File: src/rtl/maxpool_stream.sv
// Streaming 2x2 / stride-2 max-pool stage. One pixel per valid cycle in raster,
// channel-major order; one pooled pixel out per completed window, no backpressure.
module maxpool_stream #(
  parameter int DATA_WIDTH    = 32,
  parameter int ARITH_TYPE    = 1,
  parameter int IFM_SIZE      = 28,
  parameter int IFM_DEPTH     = 6,
  parameter int IFM_SIZE_NEXT = IFM_SIZE / 2
) (
  input  logic                  clk,
  input  logic                  reset,
  input  logic                  clear,
  input  logic                  data_in_valid,
  input  logic [DATA_WIDTH-1:0] data_in,
  output logic                  data_out_valid,
  output logic [DATA_WIDTH-1:0] data_out,
  output logic                  channel_done,
  output logic                  frame_done,
  output logic                  busy
);

  localparam int COL_W = (IFM_SIZE > 1) ? $clog2(IFM_SIZE) : 1;
  localparam int CH_W  = (IFM_DEPTH > 1) ? $clog2(IFM_DEPTH) : 1;
  localparam int LB_W  = (IFM_SIZE_NEXT > 1) ? $clog2(IFM_SIZE_NEXT) : 1;
  localparam logic [COL_W-1:0] COL_LAST = COL_W'(IFM_SIZE - 1);
  localparam logic [CH_W-1:0]  CH_LAST  = CH_W'(IFM_DEPTH - 1);

  logic [COL_W-1:0]      col;
  logic [COL_W-1:0]      row;
  logic [CH_W-1:0]       ch;
  logic [DATA_WIDTH-1:0] h;
  logic [DATA_WIDTH-1:0] lb [IFM_SIZE_NEXT];
  logic [LB_W-1:0]       lb_idx;
  logic [DATA_WIDTH-1:0] m;
  logic [DATA_WIDTH-1:0] pooled;
  logic                  col_last;
  logic                  row_last;
  logic                  ch_last;

  // Returns a unless b is strictly greater, so ties keep the earlier operand.
  // Float mode compares sign-magnitude; +0 and -0 compare equal.
  function automatic logic [DATA_WIDTH-1:0] max_sel(input logic [DATA_WIDTH-1:0] a,
                                                    input logic [DATA_WIDTH-1:0] b);
    logic b_wins;
    if (ARITH_TYPE == 0)
      b_wins = $signed(b) > $signed(a);
    else if (a[DATA_WIDTH-1] != b[DATA_WIDTH-1])
      b_wins = a[DATA_WIDTH-1] && ((a[DATA_WIDTH-2:0] != '0) || (b[DATA_WIDTH-2:0] != '0));
    else if (!a[DATA_WIDTH-1])
      b_wins = b[DATA_WIDTH-2:0] > a[DATA_WIDTH-2:0];
    else
      b_wins = b[DATA_WIDTH-2:0] < a[DATA_WIDTH-2:0];
    return b_wins ? b : a;
  endfunction

  assign col_last = (col == COL_LAST);
  assign row_last = (row == COL_LAST);
  assign ch_last  = (ch == CH_LAST);
  assign lb_idx   = LB_W'(col >> 1);
  assign m        = max_sel(h, data_in);
  assign pooled   = max_sel(lb[lb_idx], m);

  always_ff @(posedge clk or negedge reset) begin
    if (!reset) begin
      col            <= '0;
      row            <= '0;
      ch             <= '0;
      h              <= '0;
      data_out       <= '0;
      data_out_valid <= 1'b0;
      channel_done   <= 1'b0;
      frame_done     <= 1'b0;
      busy           <= 1'b0;
    end else if (clear) begin
      col            <= '0;
      row            <= '0;
      ch             <= '0;
      h              <= '0;
      data_out       <= '0;
      data_out_valid <= 1'b0;
      channel_done   <= 1'b0;
      frame_done     <= 1'b0;
      busy           <= 1'b0;
    end else begin
      data_out_valid <= 1'b0;
      channel_done   <= 1'b0;
      frame_done     <= 1'b0;
      if (data_in_valid) begin
        busy <= !(col_last && row_last && ch_last);
        if (!col[0]) begin
          h <= data_in;
        end else if (row[0]) begin
          data_out       <= pooled;
          data_out_valid <= 1'b1;
          channel_done   <= col_last && row_last;
          frame_done     <= col_last && row_last && ch_last;
        end
        if (col_last) begin
          col <= '0;
          if (row_last) begin
            row <= '0;
            ch  <= ch_last ? '0 : ch + CH_W'(1);
          end else begin
            row <= row + COL_W'(1);
          end
        end else begin
          col <= col + COL_W'(1);
        end
      end
    end
  end

  // Line buffer holds the top-row pair maxima; contents are irrelevant after reset.
  always_ff @(posedge clk) begin
    if (data_in_valid && !clear && col[0] && !row[0])
      lb[lb_idx] <= m;
  end

endmodule

File: config.mk
export PLATFORM = sky130hd
export DESIGN_NAME = maxpool_stream
export DESIGN_NICKNAME = d
export VERILOG_FILES = /design/src/rtl/maxpool_stream.sv
export SDC_FILE = /design/constraint.sdc
export NUM_CORES = 1
export LEC_CHECK = 0
export BUFFER_PORTS_ARGS = -buffer_cell sky130_fd_sc_hd__buf_4
export CORE_UTILIZATION = 60
export DETAILED_ROUTE_END_ITERATION = 16
export PLACE_DENSITY = 0.77
export RECOVER_POWER = 50
export SKIP_CTS_REPAIR_TIMING = 1
export SLEW_MARGIN = 25
export SYNTH_ARGS = -nofsm -noshare
export SYNTH_HDL_FRONTEND = slang
export SYNTH_SLANG_ARGS = --single-unit
File: constraint.sdc
create_clock -name clk -period 15.1 [get_ports clk]
set_input_delay 2.265 -clock clk [delete_from_list [all_inputs] [get_ports clk]]
set_output_delay 2.265 -clock clk [all_outputs]
set_load 0.1 [all_outputs]
; After elaboration in Yosys (flattened, before gate mapping)
; Memory sizes are Yosys's and may differ from the RTL's.
; Cells that the tools add are included.
[word_totals]
regBits = 81
ram_bits = 448
input_bits = 36
out_inout_bits = 36
word_cells = 89
memories = 1
[op_classes]
add_sub_neg = 3
magnitude_cmp = 4
n_eq_ne = 6
muxes = 41
n_reduce_logical = 25
[memory_table]
columns = name, depth, word_bits, rd, rd_clocked_by_memory_dff, wr, line
row1 = lb, 14, 32, 1, 0, 1, 32  ; logic [DATA_WIDTH-1:0] lb [IFM_SIZE_NEXT];
[ops]
columns = op, n
row1 = $mux 32, 9
row2 = $reduce_bool 31->1, 4
row3 = $gt 31x31->1, 2
row4 = $lt 31x31->1, 2
row5 = $mux 5, 7
row6 = $mux 1, 20
row7 = $mux 3, 5
row8 = $add 5x1->5 const B, 2
row9 = $eq 5x5->1 const B, 2
row10 = $reduce_bool 2->1, 5
row11 = $logic_and 1x1->1, 7
row12 = $reduce_and 3->1, 2
row13 = $reduce_and 2->1, 2
row14 = $add 3x1->3 const B, 1
row15 = $eq 3x3->1 const B, 1
row16 = $logic_not 1->1, 3
row17 = $logic_or 1x1->1, 2
row18 = $ne 1x1->1, 2
row19 = $ne 2x2->1 const B, 1

; Longest topological paths before layout
; Gate-level depths: netlist of run 1.
[logic_depth]
word_depth = 14
ltp_mapped = 22

; Worst setup path before layout of run 1
; Ideal clock, no wire load.
[synth_path]
path_type = input -> register
start = input port data_in[22]
end = register data_out[14]
setup_time_ps = 133
arrival_ps = 6877
setup_slack_ps = 8090
path_stages = 18
path_buffers = 2
cell_sequence = or4_1 > nor4_1 > nand4_1 > o31ai_1 > o221ai_1 > nand2_1 > clkbuf_1 > mux2_2 > ha_1 > a21oi_1 > nand2_1 > a2111o_1 > o221a_2 > or3b_2 > and3_1 > buf_1 > nand2_2 > o211ai_1
[synth_via]
elab_chain_len = 14
elab_cells_between_ends = 21
cone_classes = 4 x order compare / 1 x eq/ne / 10 x mux / 6 x reduce/logical
[synth_lines]
columns = item, line
row1 = start: declaration, 14  ; input logic [DATA_WIDTH-1:0] data_in,
row2 = branches (longest 3 deep; another with $gt 31x31->1), -
row3 = $mux 1 *, 47  ; else if (a[DATA_WIDTH-1] != b[DATA_WIDTH-1])
row4 = $mux 32 *, 53  ; return b_wins ? b : a;
row5 = named net m[7], 34  ; logic [DATA_WIDTH-1:0] m;
row6 = branches (longest 3 deep; another with $gt 31x31->1), -
row7 = $mux 1 *, 47
row8 = $mux 32 *, 53
row9 = $mux 32 *, 92  ; end else if (row[0]) begin
row10 = $mux 32 *, 90  ; if (!col[0]) begin
row11 = $mux 32 *, 88  ; if (data_in_valid) begin
row12 = $mux 32 *, 74  ; end else if (clear) begin
row13 = end signal: assignment, 93  ; data_out <= pooled;
row14 = end: declaration, 16  ; output logic [DATA_WIDTH-1:0] data_out,
; Mark *: on every way through the listed nets, which the timed path passes. The select of a mux whose other input is x is not followed.
; A chain may end at the register's enable or synchronous reset.

; Worst setup path after layout of run 1
[layout_path]
start = input port data_in[22]
end = register data_out[11]
; The elaborated chain is that of the path after synthesis.

==> key figures, run 1 <==
Route
  • WL per Instance: 27.8 µm
  • Vias per inst: 6.65
  • Post-Route WL: 56900 µm
  • DR vias: 13617
  • DR DRC count: 0
  • Detail Route Antenna Nets: 0
  • DR pass1 iterations: 7
  • Iteration-0 DRC Markers: 1508

Global route
  • Vias in the first global route: 13496
  • First-pass GRT wire length: 85000 µm
  • Largest net degree at the start of global routing: 111
  • Grt total ovfl: 0
  • Initial antenna violation count: 0
  • GRT Overall Usage: 30.1%

CTS
  • Clock sink count: 529
  • Worst-Skew Late Latency: 580 ps
  • H-tree levels: 2
  • CTS Buf Count: 51
  • Clock transition at path regs: 70 ps
  • CTS Buffer Depth: 3
  • Root buffer cell: clkbuf_16
  • CTS tree: yes

Logic synthesis
  • Ys flop type: edfxtp_1
  • Ys async rst share: 15.3%
  • Post-synthesis area per instance: 16.2 µm²
  • Count of cell types in the netlist: 69
  • Mapped Area: 23000 µm²
  • Syn Nets: 1518
  • Synth area leader: edfxtp_1
  • Seq/Total Area, Yosys: 67.4%
  • Post-synthesis register bit count: 529
  • Ys Warns: 0
  • Post-synth top cells: 448 x edfxtp_1, 83 x mux4_2, 81 x dfrtp_1
  • Area share of the largest cell type after synthesis: 58.5%
  • Most common cell in the netlist: edfxtp_1
  • Dominant cells by area after synthesis: edfxtp_1 59%, dfrtp_1 8.8%, mux4_2 8.1%
  • EDFF count, synth: 448
  • Cells after synthesis: 1418

Floorplan
  • Row cnt: 71
  • DIE WIDTH: 198 µm
  • Die area: 39100 µm²
  • Ports: 72
  • DIE HEIGHT: 198 µm
  • Placeable core area: 37700 µm²
  • Initial Util: 61.0%

Flow run
  • MaxCap Viol Count: 16

Finish
  • Layout net count: 1596
  • Fraction of layout cells with a size suffix above 1: 18.5%
  • ANT cells: 0
  • Syn-to-layout area delta: 10.7%

Setup path
  • Critical path cell sequence: buf_4 > or4_1 > nor4_1 > nand4_1 > o31ai_1 > o221ai_1 > nand2_1 > buf_4 > mux2_2 > ha_1 > and4_1 > a41o_1 > a31oi_1 > o21ai_0 > a21o_1 > o21ai_0 > nand3_1 > nor2_2 > o211ai_1
  • R2r setup slk: 7270 ps
  • Crit end category: flop
  • Crit path kind: input port to flop
  • CP Launch Type: input port
  • Crit Path Max Fanout: 24
  • R2R Path Start: col[3]
  • Required time of the critical path: 15520 ps
  • Slowest stage cell on the critical path: nor2_2
  • RR Endpoint: data_out[11]
  • Max incr delay on CP: 840 ps
  • R2r worst-path depth: 14
  • Data arrival, critical path: 8420 ps

Placement
  • RD Place Congestion: 0.906
  • Dpl ws: 6590 ps
  • Final HPWL DP: 33900 µm
  • IO Port Bufs: 71

Timing
  • Slew headroom: -111%
  • Final worst slack: 7100 ps
  • Tmin final: 8000 ps
  • Worst-margin pin slew: 3160 ps
  • Final-report hold violation count: 0
  • RSZ-0062 raised after global routing: false
  • Fin Setup TNS: 0 ps
  • Final slew viol count: 521
  • Fmax: 0.125 GHz
  • Final Skew: 26.1 ps
  • # setup viols final: 0
  • Post-route clock period utilization: 53.0%

Run status
  • Status: finished with violations
  • Failing checks: max-capacitance violations, max-slew violations

Power and ir drop
  • Pwr Density: 122 nW/µm²
  • Worst VDD drop: 0.101 mV
  • Lkg Pwr: 0.00866 µW

Worst hold path
  • Worst hold start: data_out[30]
  • Hold path cells: 2
  • Worst min-delay path endpoint: data_out[30]
  • Hold Path Class: flop to flop
-- layout make-up --
type	instances	area [µm²]
well taps	511	639
clock inverters	28	214
repair buffers	95	527
fillers	2581	12200
inverters	50	188
flip-flops and latches	529	15500
clock buffers	66	1350
multi-input cells	769	7030
-- metrics by stage --
stage               total power [µW]  utilization, %  hold slack (ps)  cells  instance area (µm²)
global placement                1930            64.1              478   1954                24100
CTS                             3120            68.2              498   2048                25700
floorplan                       1850               -              504   1418                23000
finish                          3110            67.5              490   2048                25400
detailed placement              1940            64.1              471   1954                24100
global route                    3200            67.5              523   2048                25400
-- worst max-delay path, delay by kind of cell --
family,cells,cell delay (ps)
adders and majority gates,1,370
AOI/OAI and AO/OA,8,1730
muxes,1,530
and+or+nand+nor,7,2960
buffers and inverters,2,550
-- state kept, by name, summed over array words and instances, names as in the netlist --
| register | flops |
|---|---|
| lb | 448 |
| data_out | 32 |
| h | 32 |
| col | 5 |
| row | 5 |
| ch | 3 |
| busy | 1 |
| channel_done | 1 |
| data_out_valid | 1 |
| frame_done | 1 |
-- cell usage in the layout, fill, tap and decap left out, types with 6 or more instances in the layout --
| cell type | instances |
|---|---|
| a21o_1 | 18 |
| a21oi_1 | 53 |
| a22o_1 | 32 |
| and3_1 | 7 |
| buf_4 | 41 |
| clkbuf_1 | 67 |
| clkbuf_16 | 52 |
| clkinv_1 | 15 |
| dfrtp_1 | 79 |
| edfxtp_1 | 448 |
| ha_1 | 64 |
| inv_1 | 49 |
| mux2_2 | 55 |
| mux2i_1 | 60 |
| mux4_2 | 83 |
| nand2_1 | 80 |
| nand3_1 | 11 |
| nand3b_1 | 6 |
| nand4_1 | 30 |
| nor2_1 | 45 |
| nor2_4 | 7 |
| nor2b_1 | 6 |
| nor3_1 | 22 |
| nor4_1 | 20 |
| o211ai_1 | 14 |
| o211ai_2 | 10 |
| o21ai_0 | 28 |
| o22ai_1 | 30 |
| o31ai_1 | 11 |
-- kinds of logic after synthesis --
kind of cell / count (synthesis) / share of synthesized area (%)
multiplexers: 198 / 13.4
adder cells (fa/ha/maj): 64 / 3.48
AND/OR/NAND/NOR: 269 / 5.99
buffers and inverters: 120 / 2.38
AO/OA/AOI/OAI: 237 / 7.31
flip-flops: 529 / 67.4
XOR/XNOR: 1 / 0.0381
-- worst max-delay path by stage --
stage / from / endpoint / slack [ps] / cells after the start
3_3_place_gp: data_in[22] / data_out[11] / 6840 / 19
4_1_cts: data_in[22] / data_out[11] / 7120 / 19
6_report: data_in[22] / data_out[11] / 7100 / 19
2_1_floorplan: data_in[22] / data_out[14] / 8090 / 18
3_5_place_dp: data_in[22] / data_out[11] / 6590 / 19
5_1_grt: data_in[22] / data_out[11] / 6690 / 19
-- report_power, final --
part           total [µW]  switching, µW  internal, µW  leakage, µW
Clock                1200            530           669     0.000751
Sequential           1640           12.3          1630      0.00519
Combinational         268            174          93.5      0.00272
-- per-layer routing --
layer  share of wire [%]  GRT usage (%)
met1                  41           44.3
met2                  46           45.5
met3                  10           5.83
met4                 3.0           10.3
met5                   0              0
Note: power is estimated with default switching activity, not from simulation.
==> run 2: changes to the inputs <==
==> constraint.sdc (replaced) <==
create_clock -name clk -period 8.2 [get_ports clk]
set_input_delay 1.23 -clock clk [delete_from_list [all_inputs] [get_ports clk]]
set_output_delay 1.23 -clock clk [all_outputs]
set_load 0.1 [all_outputs]
==> key figures, run 2 (synthesis results as in run 1) <==
Setup path
  • R2r worst-path depth: 15
  • Required time of the critical path: 8630 ps
  • Crit Path Max Fanout: 28
  • Crit end category: flop
  • Slowest stage cell on the critical path: clkbuf_1
  • Crit path kind: flop to flop
  • Data arrival, critical path: 7480 ps
  • R2r setup slk: 1150 ps
  • R2R Path Start: col[4]
  • CP Launch Type: flop
  • RR Endpoint: data_out[11]
  • CP most frequent cell: and3_1
  • Max incr delay on CP: 1380 ps
  • Critical path cell sequence: clkbuf_1 > nand2_1 > o22ai_1 > or3_1 > a21oi_1 > ha_1 > nand4_1 > nor2_1 > and3_1 > and3_1 > o221a_2 > or3b_2 > nand3_1 > nor2_2 > o211ai_1

Global route
  • Initial antenna violation count: 0
  • Grt met3 use: 6.34%
  • Global Route met1 Usage: 43.2%
  • Largest net degree at the start of global routing: 50
  • Grt total ovfl: 0
  • GR peak layer: met2
  • First-pass GRT wire length: 86800 µm
  • GRT Overall Usage: 30.9%
  • Met2 usage: 48.3%
  • Vias in the first global route: 13782

Power and ir drop
  • Final Power: 5710 µW
  • Lkg Pwr: 0.00868 µW
  • Worst VDD drop: 0.201 mV
  • Pwr Density: 225 nW/µm²

Timing
  • Slew headroom: -105%
  • Worst-margin pin slew: 3070 ps
  • Final-report hold violation count: 0
  • Final slew viol count: 500
  • Final Skew: 32.1 ps
  • Post-route clock period utilization: 86.0%
  • RSZ-0062 raised after global routing: false
  • # setup viols final: 0
  • Fin Setup TNS: 0 ps
  • Tmin final: 7050 ps
  • Fmax: 0.142 GHz

Floorplan
  • DIE WIDTH: 198 µm
  • Initial Util: 61.0%
  • Die area: 39100 µm²
  • Placeable core area: 37700 µm²
  • Ports: 72
  • Row cnt: 71
  • DIE HEIGHT: 198 µm

CTS
  • CTS Buffer Depth: 3
  • Clock sink count: 529
  • H-tree levels: 2
  • Clock transition at path regs: 60 ps
  • CTS tree: yes
  • Root buffer cell: clkbuf_16
  • Worst-Skew Late Latency: 590 ps
  • CTS Buf Count: 50

Finish
  • Top Registers: lb (448), data_out (32), h (32)
  • ANT cells: 0
  • Largest reg by FF count: lb
  • Fraction of layout cells with a size suffix above 1: 18.6%
  • Syn-to-layout area delta: 10.5%
  • Most common cell after layout, fill and taps aside: edfxtp_1
  • Layout Cells excl Fill: 2049
  • Max reg flops: 448
  • Most frequent cells in the layout: 448 x edfxtp_1, 83 x mux4_2, 80 x nand2_1
  • Layout net count: 1599
  • Layout fillers: 2593

Route
  • DR DRC count: 0
  • Post-Route WL: 58400 µm
  • Vias per inst: 6.74
  • DR vias: 13812
  • DR pass1 iterations: 5
  • Detail Route Antenna Nets: 0
  • Iteration-0 DRC Markers: 1495
  • WL per Instance: 28.5 µm

Worst hold path
  • Worst hold start: data_out[21]
  • Hold path cells: 2
  • Worst min-delay path endpoint: data_out[21]
  • Hold Path Class: flop to flop

Placement
  • Final HPWL DP: 35000 µm
  • RD Place Congestion: 0.904
  • IO Port Bufs: 71
  • Placed Instances: 1958

Flow run
  • MaxCap Viol Count: 16

Run status
  • Status: finished with violations
  • Failing checks: max-capacitance violations, max-slew violations
[run 2: cell types whose count changed in the layout (fill, tap and decap cells not counted), moves of 3 or more]
cell,delta
clkinv_1,-3
clkbuf_1,-3
nor2_4,-6
clkinv_2,+6
nor2_1,+6
[run 2: through the flow]
stage	worst slack [ps]	cell area, µm²	hold WS (ps)	util, %
finish	1150	25400	497	67.4
global route	879	25400	517	67.4
CTS	1460	25700	505	68.2
detailed placement	896	24200	478	64.2
global placement	1060	24200	481	64.2
floorplan	2230	23000	504	-
[run 2: layout make-up]
class                   instances  area (µm²)  area share, %
clock inverters                29         209          0.823
flip-flops and latches        529       15500           61.0
multi-input cells             769        6990           27.5
well taps                     511         639           2.52
inverters                      50         188          0.739
repair buffers                 99         566           2.23
clock buffers                  62        1320           5.18
[run 2: how the worst max path moves through the flow]
stage | from | end | slack [ps] | cells past startpoint
after CTS | data_in[22] | data_out[11] | 1460 | 18
after global routing | col[4] | data_out[11] | 880 | 15
final | col[4] | data_out[11] | 1150 | 15
after floorplan | data_in[22] | data_out[14] | 2230 | 18
after detailed placement | data_in[22] | data_out[11] | 900 | 18
after global placement | data_in[22] | data_out[11] | 1060 | 18
[run 2: layer usage]
metal | wire, µm | share of wire, % | up-vias
met5 | 0 | 0 | -
met4 | 2040 | 3.5 | 0
met3 | 6140 | 11 | 143
met2 | 27200 | 47 | 805
met1 | 22900 | 39 | 7042
li1 | - | - | 5822
[run 2: critical path: cells and delay by family, from the launching register on]
kind	cells	cell delay (ps)
AOI/OAI and AO/OA	4	940
adders and majority gates	1	390
buffers and inverters	1	1380
DFF	1	700
and+or+nand+nor	9	3440
[run 2: report_power, final]
group,switching (µW),internal (µW)
Clock,977,1200
Sequential,24.0,3000
Combinational,323,175
